### src/rtl/pipe_stage_skid.sv
// pipe_stage_skid: one pipeline register stage (data + control bundle)
// with valid/ready handshake, synchronous flush and an optional skid
// register.
//
// Build option: define PIPE_STAGE_SKID_BUF_EN to add the skid register.
// With it, in_ready_o is a flop and there is no combinational path from
// out_ready_i. Without it, the stage holds at most one entry and
// in_ready_o = !out_valid_o | out_ready_i.
//
// state    | meaning
// ---------+----------------------------------------------------------
// ST_EMPTY | nothing held, out_valid_o=0, out_ctrl_o=0
// ST_FULL  | main register holds the entry shown on out_*
// ST_SKID  | main + skid register both hold entries; upstream stalled
//            (exists only when PIPE_STAGE_SKID_BUF_EN is defined)

module pipe_stage_skid #(
  parameter int DATA_W = 32,
  parameter int CTRL_W = 8
) (
  input  logic              clk_i,
  input  logic              rst_i,
  input  logic              in_valid_i,
  output logic              in_ready_o,
  input  logic [DATA_W-1:0] in_data_i,
  input  logic [CTRL_W-1:0] in_ctrl_i,
  input  logic              flush_i,
  output logic              out_valid_o,
  input  logic              out_ready_i,
  output logic [DATA_W-1:0] out_data_o,
  output logic [CTRL_W-1:0] out_ctrl_o,
  output logic [1:0]        occupancy_o
);

`ifdef PIPE_STAGE_SKID_BUF_EN
  typedef enum logic [1:0] {
    ST_EMPTY = 2'd0,
    ST_FULL  = 2'd1,
    ST_SKID  = 2'd2
  } state_t;
`else
  typedef enum logic [1:0] {
    ST_EMPTY = 2'd0,
    ST_FULL  = 2'd1
  } state_t;
`endif

  state_t            state_q;
  logic              out_valid_q;
  logic [DATA_W-1:0] main_data_q;
  logic [CTRL_W-1:0] main_ctrl_q;
  logic              accept;
  logic              consume;

`ifdef PIPE_STAGE_SKID_BUF_EN
  logic              in_ready_q;
  logic [DATA_W-1:0] skid_data_q;
  logic [CTRL_W-1:0] skid_ctrl_q;

  assign in_ready_o = in_ready_q;
`else
  assign in_ready_o = !out_valid_q | out_ready_i;
`endif

  assign accept      = in_valid_i & in_ready_o;
  assign consume     = out_valid_q & out_ready_i;
  assign out_valid_o = out_valid_q;
  assign out_data_o  = main_data_q;
  // main_ctrl_q is cleared whenever the stage drops to empty, so a bubble
  // always shows an all-zero control bundle.
  assign out_ctrl_o  = main_ctrl_q;
  // State encoding equals the number of held entries.
  assign occupancy_o = 2'(state_q);

`ifdef PIPE_STAGE_SKID_BUF_EN
  // Stage FSM with skid register: flush wins, else advance on accept/consume.
  always_ff @(posedge clk_i or negedge rst_i) begin
    if (!rst_i) begin
      state_q     <= ST_EMPTY;
      out_valid_q <= 1'b0;
      in_ready_q  <= 1'b1;
      main_data_q <= '0;
      main_ctrl_q <= '0;
      skid_data_q <= '0;
      skid_ctrl_q <= '0;
    end else if (flush_i) begin
      state_q     <= ST_EMPTY;
      out_valid_q <= 1'b0;
      in_ready_q  <= 1'b1;
      main_ctrl_q <= '0;
      skid_ctrl_q <= '0;
    end else begin
      case (state_q)
        ST_EMPTY: begin
          if (accept) begin
            main_data_q <= in_data_i;
            main_ctrl_q <= in_ctrl_i;
            out_valid_q <= 1'b1;
            state_q     <= ST_FULL;
          end
        end
        ST_FULL: begin
          if (accept && consume) begin
            main_data_q <= in_data_i;
            main_ctrl_q <= in_ctrl_i;
          end else if (accept) begin
            skid_data_q <= in_data_i;
            skid_ctrl_q <= in_ctrl_i;
            in_ready_q  <= 1'b0;
            state_q     <= ST_SKID;
          end else if (consume) begin
            main_ctrl_q <= '0;
            out_valid_q <= 1'b0;
            state_q     <= ST_EMPTY;
          end
        end
        ST_SKID: begin
          // in_ready_o is low here, so only a consume can move the FSM.
          if (consume) begin
            main_data_q <= skid_data_q;
            main_ctrl_q <= skid_ctrl_q;
            skid_ctrl_q <= '0;
            in_ready_q  <= 1'b1;
            state_q     <= ST_FULL;
          end
        end
        default: begin
          state_q     <= ST_EMPTY;
          out_valid_q <= 1'b0;
          in_ready_q  <= 1'b1;
          main_ctrl_q <= '0;
        end
      endcase
    end
  end
`else
  // Single-entry stage FSM: flush wins, else advance on accept/consume.
  always_ff @(posedge clk_i or negedge rst_i) begin
    if (!rst_i) begin
      state_q     <= ST_EMPTY;
      out_valid_q <= 1'b0;
      main_data_q <= '0;
      main_ctrl_q <= '0;
    end else if (flush_i) begin
      state_q     <= ST_EMPTY;
      out_valid_q <= 1'b0;
      main_ctrl_q <= '0;
    end else begin
      case (state_q)
        ST_EMPTY: begin
          if (accept) begin
            main_data_q <= in_data_i;
            main_ctrl_q <= in_ctrl_i;
            out_valid_q <= 1'b1;
            state_q     <= ST_FULL;
          end
        end
        ST_FULL: begin
          // in_ready_o already implies consume when full, so accept
          // without consume cannot occur.
          if (accept) begin
            main_data_q <= in_data_i;
            main_ctrl_q <= in_ctrl_i;
          end else if (consume) begin
            main_ctrl_q <= '0;
            out_valid_q <= 1'b0;
            state_q     <= ST_EMPTY;
          end
        end
        default: begin
          state_q     <= ST_EMPTY;
          out_valid_q <= 1'b0;
          main_ctrl_q <= '0;
        end
      endcase
    end
  end
`endif

endmodule
### config.mk
export PLATFORM = sky130hd
export DESIGN_NAME = pipe_stage_skid
export DESIGN_NICKNAME = d
export VERILOG_FILES = /design/src/rtl/pipe_stage_skid.sv
export SDC_FILE = /design/constraint.sdc
export NUM_CORES = 1
export LEC_CHECK = 0
export CAP_MARGIN = 20
export CORE_MARGIN = 10
export CORE_UTILIZATION = 39
export DETAILED_ROUTE_END_ITERATION = 8
export PLACE_DENSITY = 0.79
export SLEW_MARGIN = 20
export SYNTH_ARGS = -nofsm -noshare
export SYNTH_HDL_FRONTEND = slang
export SYNTH_SLANG_ARGS = --single-unit
export TNS_END_PERCENT = 30
### constraint.sdc
create_clock -name clk_i -period 1.8 [get_ports clk_i]
set_input_delay 0.36 -clock clk_i [delete_from_list [all_inputs] [get_ports clk_i]]
set_output_delay 0.36 -clock clk_i [all_outputs]
set_load 0.02 [all_outputs]
==> flow_summary.json, run 1 <==
{
  "drive_gt1_share_pct": 26.98,
  "synth_cell_types": 14,
  "start_util_pct": 40.32,
  "cpMaxStageDelayCell": "clkdlybuf4s50_1",
  "route.detailed.drc": 0,
  "numCtsBuffers": 5,
  "cp_slowest_stage_delay_ps": 460,
  "crit_chain": "clkdlybuf4s50_1 -> nor2b_4 -> inv_1 -> dlygate4sd2_1",
  "io_pins": 89,
  "hpwl_mm": 4.030,
  "syn_to_final_growth_pct": 57.59,
  "syn_area_per_cell_um2": 14.51,
  "gp_congestion": 0.8036,
  "status": "finished, final reports clean",
  "ys_ff_latch": 41,
  "dr_wl_met3_um": 718,
  "die_h_um": 87.09,
  "grt_first_pass_wirelength_mm": 7.803,
  "skew_ps": 2.154,
  "finalWirelength_mm": 5.044,
  "hp-class": "flop to flop",
  "clkSlewWorstSetupHoldPaths_ps": 70,
  "cap_violations": 0,
  "fmax_mhz": 566.9,
  "fp.coreArea_um2": 4354,
  "wire_per_inst_um": 18.89,
  "ant_nets": 0,
  "required_ps": 1440,
  "clock_path_buffers": 2,
  "synthesis.nets": 166,
  "diodes": 0,
  "met2_length_mm": 2.398,
  "fin_nets": 259,
  "clock-root-buffer": "clkbuf_8",
  "rsz0062_at_grt": "no",
  "wl_met1_mm": 1.857,
  "cp-start-kind": "input port",
  "layout_min_cycle_time_ps": 1764,
  "syn_inst": 121,
  "gr-usage-all-layers_pct": 13.26,
  "grt_max_degree": 33,
  "netSwitchingFraction_pct": 29.44,
  "grt_pass1_vias": 1600,
  "die_area_um2": 7585,
  "drt_pre_antenna_iters": 4,
  "vdd_drop_max_uv": 654.0,
  "setup_violations": 0,
  "viasPerCell": 5.045,
  "placed_area_um2": 2678,
  "drtIter0Drc": 45,
  "leakage_nw": 1.151,
  "cts.sink_count": 41,
  "drv_slew": 0,
  "clkPwrFrac_pct": 22.2,
  "postLayoutCellArea_um2": 2766,
  "dpl.cell_count": 258,
  "power_density_nw_per_um2": 915.1,
  "clk_latency_ps": 290,
  "crit_path_end_kind": "primary output",
  "pwr-share-comb_pct": 33.0,
  "die_x_um": 87.09,
  "top_layer_used": "met4",
  "antenna_found_initial": 0,
  "p_int_mw": 1.786,
  "seq_power_share_pct": 44.8,
  "place_ws_ps": -183.9,
  "worstSetupPathType": "input port to primary output",
  "rows": 24,
  "yosys_warnings": 0,
  "htree_levels": 2,
  "netlist_area_um2": 1755,
  "vias": 1347,
  "fin_cells": 267,
  "yosysSeqAreaShare_pct": 58.45,
  "cp_max_fo": 4,
  "hold_viol_final": 0,
  "port_buffers": 87,
  "fin_crit_sh_pct": 98.00,
  "grt_overflow_total": 0,
  "p_sw_mw": 0.7452,
  "worst-r2r-setup-slack_ps": 300,
  "final_util_pct": 63.53,
  "setup_ws_ps": 36.01,
  "cts_tree": "done",
  "cp_data_arrival_time_ps": 1400
}
[synth_stat cells]
library cell	n	share of area [%]
a21oi_1	8	2.3
a32oi_1	8	4.0
buf_2	2	0.57
buf_4	5	2.1
buf_6	3	1.9
conb_1	1	0.21
dfrtp_1	41	58
inv_1	1	0.21
mux2_2	32	21
mux2i_1	8	4.6
nor2_1	2	0.43
nor2b_4	1	0.78
nor3b_4	1	1.1
or2_2	8	2.9
[registers in the layout, indices dropped and copies added, names as in the netlist]
name         count
out_ctrl_o       8
out_data_o      32
out_valid_o      1
[critical path: cells and delay by family]
kind | cells | cell delay [ps]
buffers and inverters | 3 | 840
AND/OR/NAND/NOR | 1 | 200
[power by group through the flow]
stage / combinational (mW) / clock, mW / sequential (mW)
after global placement: 0.824 / 0 / 1.14
after detailed placement: 0.846 / 0 / 1.15
after CTS: 0.849 / 0.585 / 1.14
after floorplan: 0.207 / 0 / 1.32
after global routing: 0.888 / 0.626 / 1.15
final: 0.836 / 0.561 / 1.13
[logic make-up (layout without fill, tap and decap cells)]
family | Yosys count | after routing | synth area share (%)
mux | 40 | 40 | 25.09
buf+inv | 11 | 105 | 4.847
other cells | 1 | 1 | 0.2136
compound gates | 16 | 16 | 6.273
flops | 41 | 41 | 58.45
simple gates | 12 | 12 | 5.132
[stage by stage]
step | total power [mW] | hold slack, ps | TNS [ps]
after CTS | 2.570 | 510.8 | 0
final | 2.531 | 507.2 | 0
after global routing | 2.665 | 521.8 | 0
after global placement | 1.964 | 313.5 | -2788
after detailed placement | 1.999 | 320.5 | -3622
after floorplan | 1.526 | 64.41 | 0
[area by class of cell]
| cell class | instances | area (µm²) |
|---|---|---|
| Fill cell | 326 | 1588 |
| Inverter | 1 | 3.754 |
| Tap cell | 52 | 65.06 |
| Clock buffer | 6 | 72.57 |
| Clock inverter | 2 | 10.01 |
| Multi-Input combinational cell | 69 | 644.4 |
| Timing Repair Buffer | 96 | 944.7 |
| Sequential cell | 41 | 1026 |
[cells in the final DEF, fill, tap and decap left out, drive strengths merged]
| cell | synthesis | routed |
|---|---|---|
| a21oi | 8 | 8 |
| a32oi | 8 | 8 |
| buf | 10 | 9 |
| clkbuf | 0 | 6 |
| clkdlybuf4s50 | 0 | 83 |
| clkinv | 0 | 2 |
| conb | 1 | 1 |
| dfrtp | 41 | 41 |
| dlygate4sd2 | 0 | 3 |
| dlygate4sd3 | 0 | 1 |
| inv | 1 | 1 |
| mux2 | 32 | 32 |
| mux2i | 8 | 8 |
| nor2 | 2 | 2 |
| nor2b | 1 | 1 |
| nor3b | 1 | 1 |
| or2 | 8 | 8 |
[final timing paths]
path / start / end / depth (start not counted)
max: out_ready_i / in_ready_o / 4
min: out_data_o[26] / out_data_o[26] / 1
max reg2reg: out_valid_o / out_data_o[21] / 4
min reg2reg: out_data_o[26] / out_data_o[26] / 1
max in group asynchronous: rst_i / out_data_o[15] / 3
min in group asynchronous: rst_i / out_ctrl_o[5] / 2
[per-layer routing]
metal	up-vias	global-route usage (%)
li1	615	-
met5	-	0
met2	70	22.52
met4	0	5.217
met3	8	8.427
met1	654	12.53
[timing repair]
action	in CTS	in global routing
hold buffers	1	0
endpoints found under the setup margin	3	0
setup buffers	0	0
endpoints found under the hold margin	7	0
resized for setup	3	0
Power figures use the tool's default switching activity.
==> inputs of run 2 (changes only) <==
SKIP_CTS_REPAIR_TIMING = 1   (was default)
==> run 2 against run 1 <==
  * Clock power about the same
  * Combinational power about the same
  * Highest routed layer unchanged
  * Critical path depth unchanged
  * Critical path type unchanged
  * Sequential power about the same
  * Global-route usage about the same
  * Clock-buffer cell count unchanged
  * The run now ends with hold timing left
  * Worst setup slack better by 110 ps
  * Non-clock buffer count down 1
==> flow_summary.json, run 2 (synthesis results as in run 1) <==
{
  "numCtsBuffers": 5,
  "clkSlewWorstSetupHoldPaths_ps": 70,
  "die_h_um": 87.09,
  "wire_per_inst_um": 18.92,
  "drt_pre_antenna_iters": 3,
  "cp_data_arrival_time_ps": 1290,
  "drtIter0Drc": 47,
  "grt_pass1_vias": 1597,
  "port_buffers": 87,
  "worstSetupPathType": "input port to primary output",
  "cap_violations": 0,
  "diodes": 0,
  "route.detailed.drc": 0,
  "leakage_nw": 1.171,
  "status": "complete, but fails checks",
  "gr-usage-all-layers_pct": 13.24,
  "violations": "hold timing",
  "crit_path_end_kind": "primary output",
  "cts_tree": "done",
  "setup_violations": 0,
  "syn_to_final_growth_pct": 57.66,
  "final_common_cell": "clkdlybuf4s50_1",
  "fin_nets": 258,
  "antenna_found_initial": 0,
  "gp_congestion": 0.8036,
  "placed_area_um2": 2678,
  "fmax_mhz": 604.5,
  "grt_max_degree": 33,
  "fill_cells": 321,
  "vias": 1347,
  "final.setup.tns_ps": 0,
  "htree_levels": 2,
  "drive_gt1_share_pct": 27.10,
  "grt_overflow_total": 0,
  "fin_crit_sh_pct": 91.90,
  "finalWirelength_mm": 5.034,
  "hold-worst-slack_ps": -1.127,
  "fp.coreArea_um2": 4354,
  "dpl.cell_count": 258,
  "vdd_drop_max_uv": 654.1,
  "hp-class": "input port to asynchronous set/reset pin",
  "skew_ps": 2.411,
  "clock_path_buffers": 2,
  "hpwl_mm": 4.030,
  "layout_common_cells": "clkdlybuf4s50_1 (83), dfrtp_1 (41), mux2_2 (32)",
  "drv_slew": 0,
  "cp-start-kind": "input port",
  "grt_first_pass_wirelength_mm": 7.790,
  "fin_cells": 266,
  "cp_max_fo": 4,
  "clk_latency_ps": 290,
  "io_pins": 89,
  "start_util_pct": 40.32,
  "layout_min_cycle_time_ps": 1654,
  "largest_register_ff_count": 32,
  "rows": 24,
  "required_ps": 1440,
  "ant_nets": 0,
  "hold_viol_final": 3,
  "die_x_um": 87.09,
  "power_density_nw_per_um2": 914.7,
  "rsz0062_at_grt": "no",
  "viasPerCell": 5.064,
  "postLayoutCellArea_um2": 2768,
  "clock-root-buffer": "clkbuf_8",
  "die_area_um2": 7585,
  "cts.sink_count": 41
}
==> run 2: critical path: stages <==
cell and delay (ps):
clkdlybuf4s50_1 460, nor2b_4 200, inv_1 60, dlymetal6s2s_1 210
==> run 2: metal layers <==
layer	routed length (µm)	vias to the layer above	global-route usage [%]	part of all wire, %
li1	-	612	-	-
met1	1863	659	12.53	37
met2	2396	68	22.52	48
met3	703	8	8.333	14
met4	70	0	5.217	1.4
met5	0	-	0	0
==> run 2: through the flow <==
stage	setup WS [ps]	utilization (%)	hold WS (ps)	total power, mW
after detailed placement	-183.9	61.49	320.5	1.999
after global routing	93.93	63.56	10.97	2.665
after CTS	-190.3	63.39	-1.360	2.571
after global placement	-158.6	61.49	313.5	1.964
final	145.7	63.56	-1.127	2.532
after floorplan	219.3	-	64.41	1.526
==> run 2: area by class of cell <==
type | instances | area (µm²) | area share, %
clock buffers | 6 | 72.57 | 2.622
repair buffers | 95 | 945.9 | 34.18
well taps | 52 | 65.06 | 2.351
clock inverters | 2 | 10.01 | 0.3617
multi-input cells | 69 | 644.4 | 23.28
flip-flops and latches | 41 | 1026 | 37.07
inverters | 1 | 3.754 | 0.1356
==> run 2: final timing paths <==
check                      depth (start not counted)  slack, ps           start        endpoint
setup / recovery                                   4        150     out_ready_i      in_ready_o
setup reg to reg                                   4        310     out_valid_o  out_data_o[21]
hold reg to reg                                    1        510  out_data_o[26]  out_data_o[26]
max in group asynchronous                          2       1160           rst_i  out_data_o[15]
min in group clk_i                                 1        510  out_data_o[26]  out_data_o[26]
hold / removal                                     1         -1           rst_i   out_ctrl_o[5]
==> run 2: power breakdown <==
part | total [mW] | internal [mW] | switching, mW | leakage [nW]
combinational | 0.836 | 0.460 | 0.376 | 0.631
sequential | 1.13 | 1.06 | 0.0750 | 0.495
clock | 0.562 | 0.268 | 0.293 | 0.0450
